[src/rtl/edc_pkg.sv]
// Shared definitions for the ECC write path: FSM encoding, widths and
// the SECDED codeword position map used by encoder and corrector.
package edc_pkg;

  localparam int DATA_W      = 32;
  localparam int ECC_W       = 8;
  localparam int TIMEOUT_DEF = 16;

  typedef enum logic [2:0] {
    ST_IDLE     = 3'd0,
    ST_RMW_READ = 3'd1,
    ST_WRITE    = 3'd2,
    ST_DONE     = 3'd3,
    ST_ERROR    = 3'd4
  } state_e;

  // Codeword position of data bit idx: the idx-th non-power-of-two value from 3 up.
  function automatic logic [6:0] secded_pos(input int idx);
    int n;
    n = 0;
    secded_pos = 7'd0;
    for (int p = 3; p <= 38; p++) begin
      if ((p & (p - 1)) != 0) begin
        if (n == idx) begin
          secded_pos = 7'(p);
        end
        n++;
      end
    end
  endfunction

  function automatic logic [DATA_W-1:0] merge_bytes(input logic [DATA_W-1:0] old_w,
                                                    input logic [DATA_W-1:0] new_w,
                                                    input logic [3:0]        be);
    merge_bytes = old_w;
    for (int b = 0; b < 4; b++) begin
      if (be[b]) begin
        merge_bytes[8*b +: 8] = new_w[8*b +: 8];
      end
    end
  endfunction

endpackage

[src/rtl/edc_secded_enc.sv]
// Combinational (39,32) SECDED check-byte generator; also feeds the
// corrector's syndrome computation.
module edc_secded_enc
  import edc_pkg::*;
(
  input  logic [DATA_W-1:0] data_i,
  output logic [ECC_W-1:0]  ecc_o
);

  logic [ECC_W-1:0] ecc_s;
  logic [6:0]       pos_s;

  // Hamming bits from codeword positions, then overall parity in bit 7.
  always_comb begin
    ecc_s = '0;
    pos_s = 7'd0;
    for (int i = 0; i < DATA_W; i++) begin
      pos_s = secded_pos(i);
      for (int k = 0; k < 7; k++) begin
        ecc_s[k] = ecc_s[k] ^ (data_i[i] & pos_s[k]);
      end
    end
    ecc_s[7] = ^{data_i, ecc_s[6:0]};
  end

  assign ecc_o = ecc_s;

endmodule

[src/rtl/edc_ecc_writer.sv]
// Bus write front-end for ECC-protected memory: full writes go straight
// out, partial writes do read-modify-write, errors and timeouts end in o_err.
module edc_ecc_writer
  import edc_pkg::*;
#(
  parameter int TIMEOUT = TIMEOUT_DEF
) (
  input  logic              i_clk,
  input  logic              i_rst,
  input  logic              i_sel,
  input  logic              i_we,
  input  logic [3:0]        i_byte_en,
  input  logic [31:0]       i_addr,
  input  logic [31:0]       i_bus_data,
  input  logic [31:0]       i_mem_rdata,
  input  logic              i_rd_ue,
  input  logic              i_mem_ack,
  output logic              o_mem_req,
  output logic              o_mem_we,
  output logic [31:0]       o_mem_addr,
  output logic [31:0]       o_mem_wdata,
  output logic [7:0]        o_mem_ecc,
  output logic              o_ack,
  output logic              o_err,
  output logic              o_busy
);

  localparam int                CNT_W = $clog2(TIMEOUT + 1);
  localparam logic [CNT_W-1:0]  TMO   = CNT_W'(TIMEOUT);

  state_e             state_q, state_d;
  logic [31:0]        addr_q, addr_d;
  logic [31:0]        data_q, data_d;
  logic [3:0]         be_q, be_d;
  logic [31:0]        wdata_q, wdata_d;
  logic [7:0]         ecc_q, ecc_d;
  logic [CNT_W-1:0]   wait_q, wait_d;
  logic               req_q, req_d;
  logic               we_q, we_d;
  logic               ack_q, ack_d;
  logic               err_q, err_d;
  logic               busy_q, busy_d;

  logic [31:0]        enc_data_s;
  logic [7:0]         enc_ecc_s;

  // The buffer entering WRITE is the merged word after a read, else the bus word.
  assign enc_data_s = (state_q == ST_RMW_READ) ? merge_bytes(i_mem_rdata, data_q, be_q)
                                               : i_bus_data;

  edc_secded_enc u_enc (
    .data_i (enc_data_s),
    .ecc_o  (enc_ecc_s)
  );

  // Next-state and datapath loads.
  always_comb begin
    state_d = state_q;
    addr_d  = addr_q;
    data_d  = data_q;
    be_d    = be_q;
    wdata_d = wdata_q;
    ecc_d   = ecc_q;
    wait_d  = wait_q;
    case (state_q)
      ST_IDLE: begin
        if (i_sel && i_we) begin
          addr_d = i_addr;
          data_d = i_bus_data;
          be_d   = i_byte_en;
          wait_d = '0;
          if (i_byte_en == 4'hF) begin
            state_d = ST_WRITE;
            wdata_d = enc_data_s;
            ecc_d   = enc_ecc_s;
          end else if (i_byte_en == 4'h0) begin
            state_d = ST_DONE;
          end else begin
            state_d = ST_RMW_READ;
          end
        end else begin
          state_d = ST_IDLE;
        end
      end
      ST_RMW_READ: begin
        if (i_mem_ack) begin
          if (i_rd_ue) begin
            state_d = ST_ERROR;
          end else begin
            state_d = ST_WRITE;
            wdata_d = enc_data_s;
            ecc_d   = enc_ecc_s;
            wait_d  = '0;
          end
        end else if (wait_q == TMO) begin
          state_d = ST_ERROR;
        end else begin
          wait_d = wait_q + CNT_W'(1);
        end
      end
      ST_WRITE: begin
        if (i_mem_ack) begin
          state_d = ST_DONE;
        end else if (wait_q == TMO) begin
          state_d = ST_ERROR;
        end else begin
          wait_d = wait_q + CNT_W'(1);
        end
      end
      ST_DONE:  state_d = ST_IDLE;
      ST_ERROR: state_d = ST_IDLE;
      default:  state_d = ST_IDLE;
    endcase
  end

  // Control outputs are decoded from the next state so they register cleanly.
  always_comb begin
    req_d  = (state_d == ST_RMW_READ) || (state_d == ST_WRITE);
    we_d   = (state_d == ST_WRITE);
    ack_d  = (state_d == ST_DONE) || (state_d == ST_ERROR);
    err_d  = (state_d == ST_ERROR);
    busy_d = (state_d != ST_IDLE);
  end

  // State and output registers.
  always_ff @(posedge i_clk) begin
    if (i_rst) begin
      state_q <= ST_IDLE;
      addr_q  <= 32'd0;
      data_q  <= 32'd0;
      be_q    <= 4'd0;
      wdata_q <= 32'd0;
      ecc_q   <= 8'd0;
      wait_q  <= '0;
      req_q   <= 1'b0;
      we_q    <= 1'b0;
      ack_q   <= 1'b0;
      err_q   <= 1'b0;
      busy_q  <= 1'b0;
    end else begin
      state_q <= state_d;
      addr_q  <= addr_d;
      data_q  <= data_d;
      be_q    <= be_d;
      wdata_q <= wdata_d;
      ecc_q   <= ecc_d;
      wait_q  <= wait_d;
      req_q   <= req_d;
      we_q    <= we_d;
      ack_q   <= ack_d;
      err_q   <= err_d;
      busy_q  <= busy_d;
    end
  end

  assign o_mem_req   = req_q;
  assign o_mem_we    = we_q;
  assign o_mem_addr  = addr_q;
  assign o_mem_wdata = wdata_q;
  assign o_mem_ecc   = ecc_q;
  assign o_ack       = ack_q;
  assign o_err       = err_q;
  assign o_busy      = busy_q;

endmodule
[config.mk]
export PLATFORM = sky130hd
export DESIGN_NAME = edc_ecc_writer
export DESIGN_NICKNAME = d
export VERILOG_FILES = /design/src/rtl/edc_pkg.sv /design/src/rtl/edc_secded_enc.sv /design/src/rtl/edc_ecc_writer.sv
export SDC_FILE = /design/constraint.sdc
export NUM_CORES = 1
export LEC_CHECK = 0
export CAP_MARGIN = 40
export CORE_UTILIZATION = 64
export DETAILED_ROUTE_END_ITERATION = 6
export DONT_BUFFER_PORTS = 1
export GPL_ROUTABILITY_DRIVEN = 0
export PLACE_DENSITY = 0.89
export SETUP_SLACK_MARGIN = 0.5
export SLEW_MARGIN = 20
export SYNTH_ARGS = -nofsm -noshare
export SYNTH_HDL_FRONTEND = slang
export SYNTH_SLANG_ARGS = --single-unit
[constraint.sdc]
create_clock -name i_clk -period 4.1 [get_ports i_clk]
set_input_delay 1.23 -clock i_clk [delete_from_list [all_inputs] [get_ports i_clk]]
set_output_delay 1.23 -clock i_clk [all_outputs]
set_load 0.02 [all_outputs]
==> impl_metrics.tcl <==
set metrics [dict create \
    antenna_left 0 \
    synth.net_count 840 \
    drt-wirelength-per-cell_um 17.5 \
    start_util_pct 67.2 \
    p_seq_share_pct 37.5 \
    synth_top_family_by_area "simple AND/OR/NAND/NOR gates" \
    status "complete, but fails checks" \
    period_needed_ps 3330 \
    cts_setup_buffers 2 \
    startpoint_type "register" \
    drc_errors 11 \
    final_common_cell "nand2_1" \
    rows 34 \
    crit_fanout 9 \
    synth_edf_count 0 \
    synth_cell_types 47 \
    die_area_mm2 0.00968 \
    hold_violations 0 \
    clock-root-buffer "clkbuf_8" \
    setup_viol 0 \
    synthMuxAreaShare_pct 8.71 \
    comb_power_share_pct 20.8 \
    drtPass1Iterations 7 \
    die_w_um 98.4 \
    core-area_mm2 0.00885 \
    nets 818 \
    cts_resized 0 \
    ys_seq_area_share_pct 40.4 \
    clock_latency_ps 510 \
    syn-instance-count 732 \
    rsz0062_at_grt "false" \
    p_sw_mw 1.02 \
    end_kind "register" \
    cts_tree "done" \
    tns_ps 0 \
    cts_buffer_depth 2 \
    required_ps 4530 \
    crit_type "reg -> reg" \
    violations "DRC" \
    report.final.slew_viol_count 0 \
    ctsHoldBuffers 0 \
    ys_ff_latch 120 \
    synthAdderAreaFrac_pct 0.421 \
    power_frac_clock_pct 41.7 \
    antenna_found_initial 0 \
    synthArstFlopShare_pct 0 \
    io_buffers 0 \
    vias 4889 \
    ys.flop_type "dfxtp_1" \
    synth_xor_area_share_pct 13.3 \
    grt-ovfl-total 0 \
    stdcell_count 831 \
    p_leak_nw 2.35 \
    insertedDiodeCount 0 \
    netlist_area_mm2 0.00594 \
    whs_ps 452 \
    synth.avg_cell_area_um2 8.12 \
    cts_num_sinks 120 \
    cp.arrival_ps 3760 \
    vias_per_cell 5.88 \
    numCtsBuffers 17 \
    drt_wl_total_um 14500 \
    max-vdd-ir-drop_mv 0.335 \
    internal-power_mw 2.47 \
    grt_usage_pct 30.8 \
    synth-compound-area-share_pct 14.6 \
    grt_max_degree 116 \
    hold_class "reg -> reg" \
    slew_headroom_pct 51.9 \
    h-tree-depth 4 \
    drtIter0Drc 296 \
    dp_cells 797 \
    fmaxAchievable_ghz 0.301 \
    tightest_slew_ps 721 \
    r2r_slack_ps 770 \
    fin_crit_sh_pct 81.2 \
    synthSimpleGateAreaFrac_pct 17.9 \
    p_per_area_mw_per_mm2 533 \
    grt_pass1_vias 4725 \
    syn_to_final_growth_pct 10.0 \
    io_pins 183 \
    clk_transition_reported_paths_ps 60 \
    p_sw_share_pct 29.2 \
    grt_pass1_wl_um 23300 \
    die_h_um 98.4 \
    mostFrequentLayoutCells "nand2_1, a21oi_1, dfxtp_1" \
    dp_hpwl_um 10000 \
    fin_skew_ps 10.2 \
    drive_gt1_share_pct 8.44 \
    maxCapViolations 0 \
    yosys_warnings 0 \
]
[worst max-delay path, cell delays in order (launching register included)]
cell and delay (ps):
dfxtp_1 630, mux2_1 380, mux2i_1 340, xor3_1 560, xnor2_1 270, xnor3_1 470
xnor3_1 380, a211oi_2 220
[flip-flops by register name, summed over array words and instances (netlist names), 3 cells and up]
name,count
data_q,32
o_mem_addr,32
o_mem_wdata,32
o_mem_ecc,7
wait_q,5
be_q,4
state_q,3
[power groups by stage]
stage	clock network, mW	logic (mW)	registers (mW)
floorplan	0	0.623	1.31
global placement	0	0.668	1.33
detailed placement	0	0.704	1.33
CTS	1.47	0.724	1.31
global route	1.53	0.784	1.31
finish	1.45	0.724	1.31
[cell type report]
| type | count | area [um2] |
|---|---|---|
| multi-input cells | 552 | 3280 |
| flip-flops and latches | 120 | 2400 |
| clock inverters | 14 | 165 |
| inverters | 8 | 30.0 |
| clock buffers | 18 | 418 |
| repair buffers | 11 | 108 |
| fillers | 652 | 2310 |
| well taps | 108 | 135 |
[final timing paths]
path / start / to / cells after the start
min: data_q[7] / data_q[7] / 2
max reg2reg: be_q[3] / o_mem_ecc[7] / 7
max: be_q[3] / o_mem_ecc[7] / 7
min reg2reg: data_q[7] / data_q[7] / 2
[metal layers]
layer  share of wire [%]  vias up  routed length [um]  global-route usage, %
met5                   0        -                   0                      0
met4                 2.7        0                 398                   14.6
met3                 9.9       30                1440                   10.1
met2                  48      230                6920                   49.9
met1                  40     2243                5780                   37.0
li1                    -     2386                   -                      -
[cell usage after synthesis (8+ instances only)]
| master | count | area share [%] |
|---|---|---|
| nand2_1 | 184 | 12 |
| xor2_1 | 27 | 4.0 |
| dfxtp_1 | 120 | 40 |
| clkbuf_1 | 37 | 2.3 |
| a21oi_1 | 124 | 10 |
| inv_1 | 8 | 0.51 |
| nor2_1 | 57 | 3.6 |
| xnor2_1 | 42 | 6.2 |
| mux2_2 | 8 | 1.5 |
| mux2i_1 | 35 | 5.9 |
| o211ai_1 | 12 | 1.5 |
| o21ai_0 | 9 | 0.76 |
[per-stage QoR]
step	util [%]	area (um2)	worst slack, ps	power [mW]
2_1_floorplan	-	5940	518	1.94
3_3_place_gp	67.0	5930	400	2.00
4_1_cts	73.9	6540	729	3.50
3_5_place_dp	67.0	5930	342	2.04
5_1_grt	73.9	6540	617	3.62
6_report	73.9	6540	773	3.48
[kinds of logic after synthesis]
logic type / Yosys count
compound gates: 159
xor+xnor: 77
fa+ha+maj: 2
buf+inv: 60
flops: 120
mux: 48
other cells: 1
simple gates: 265
No activity file was read; power rests on OpenSTA's default activity.
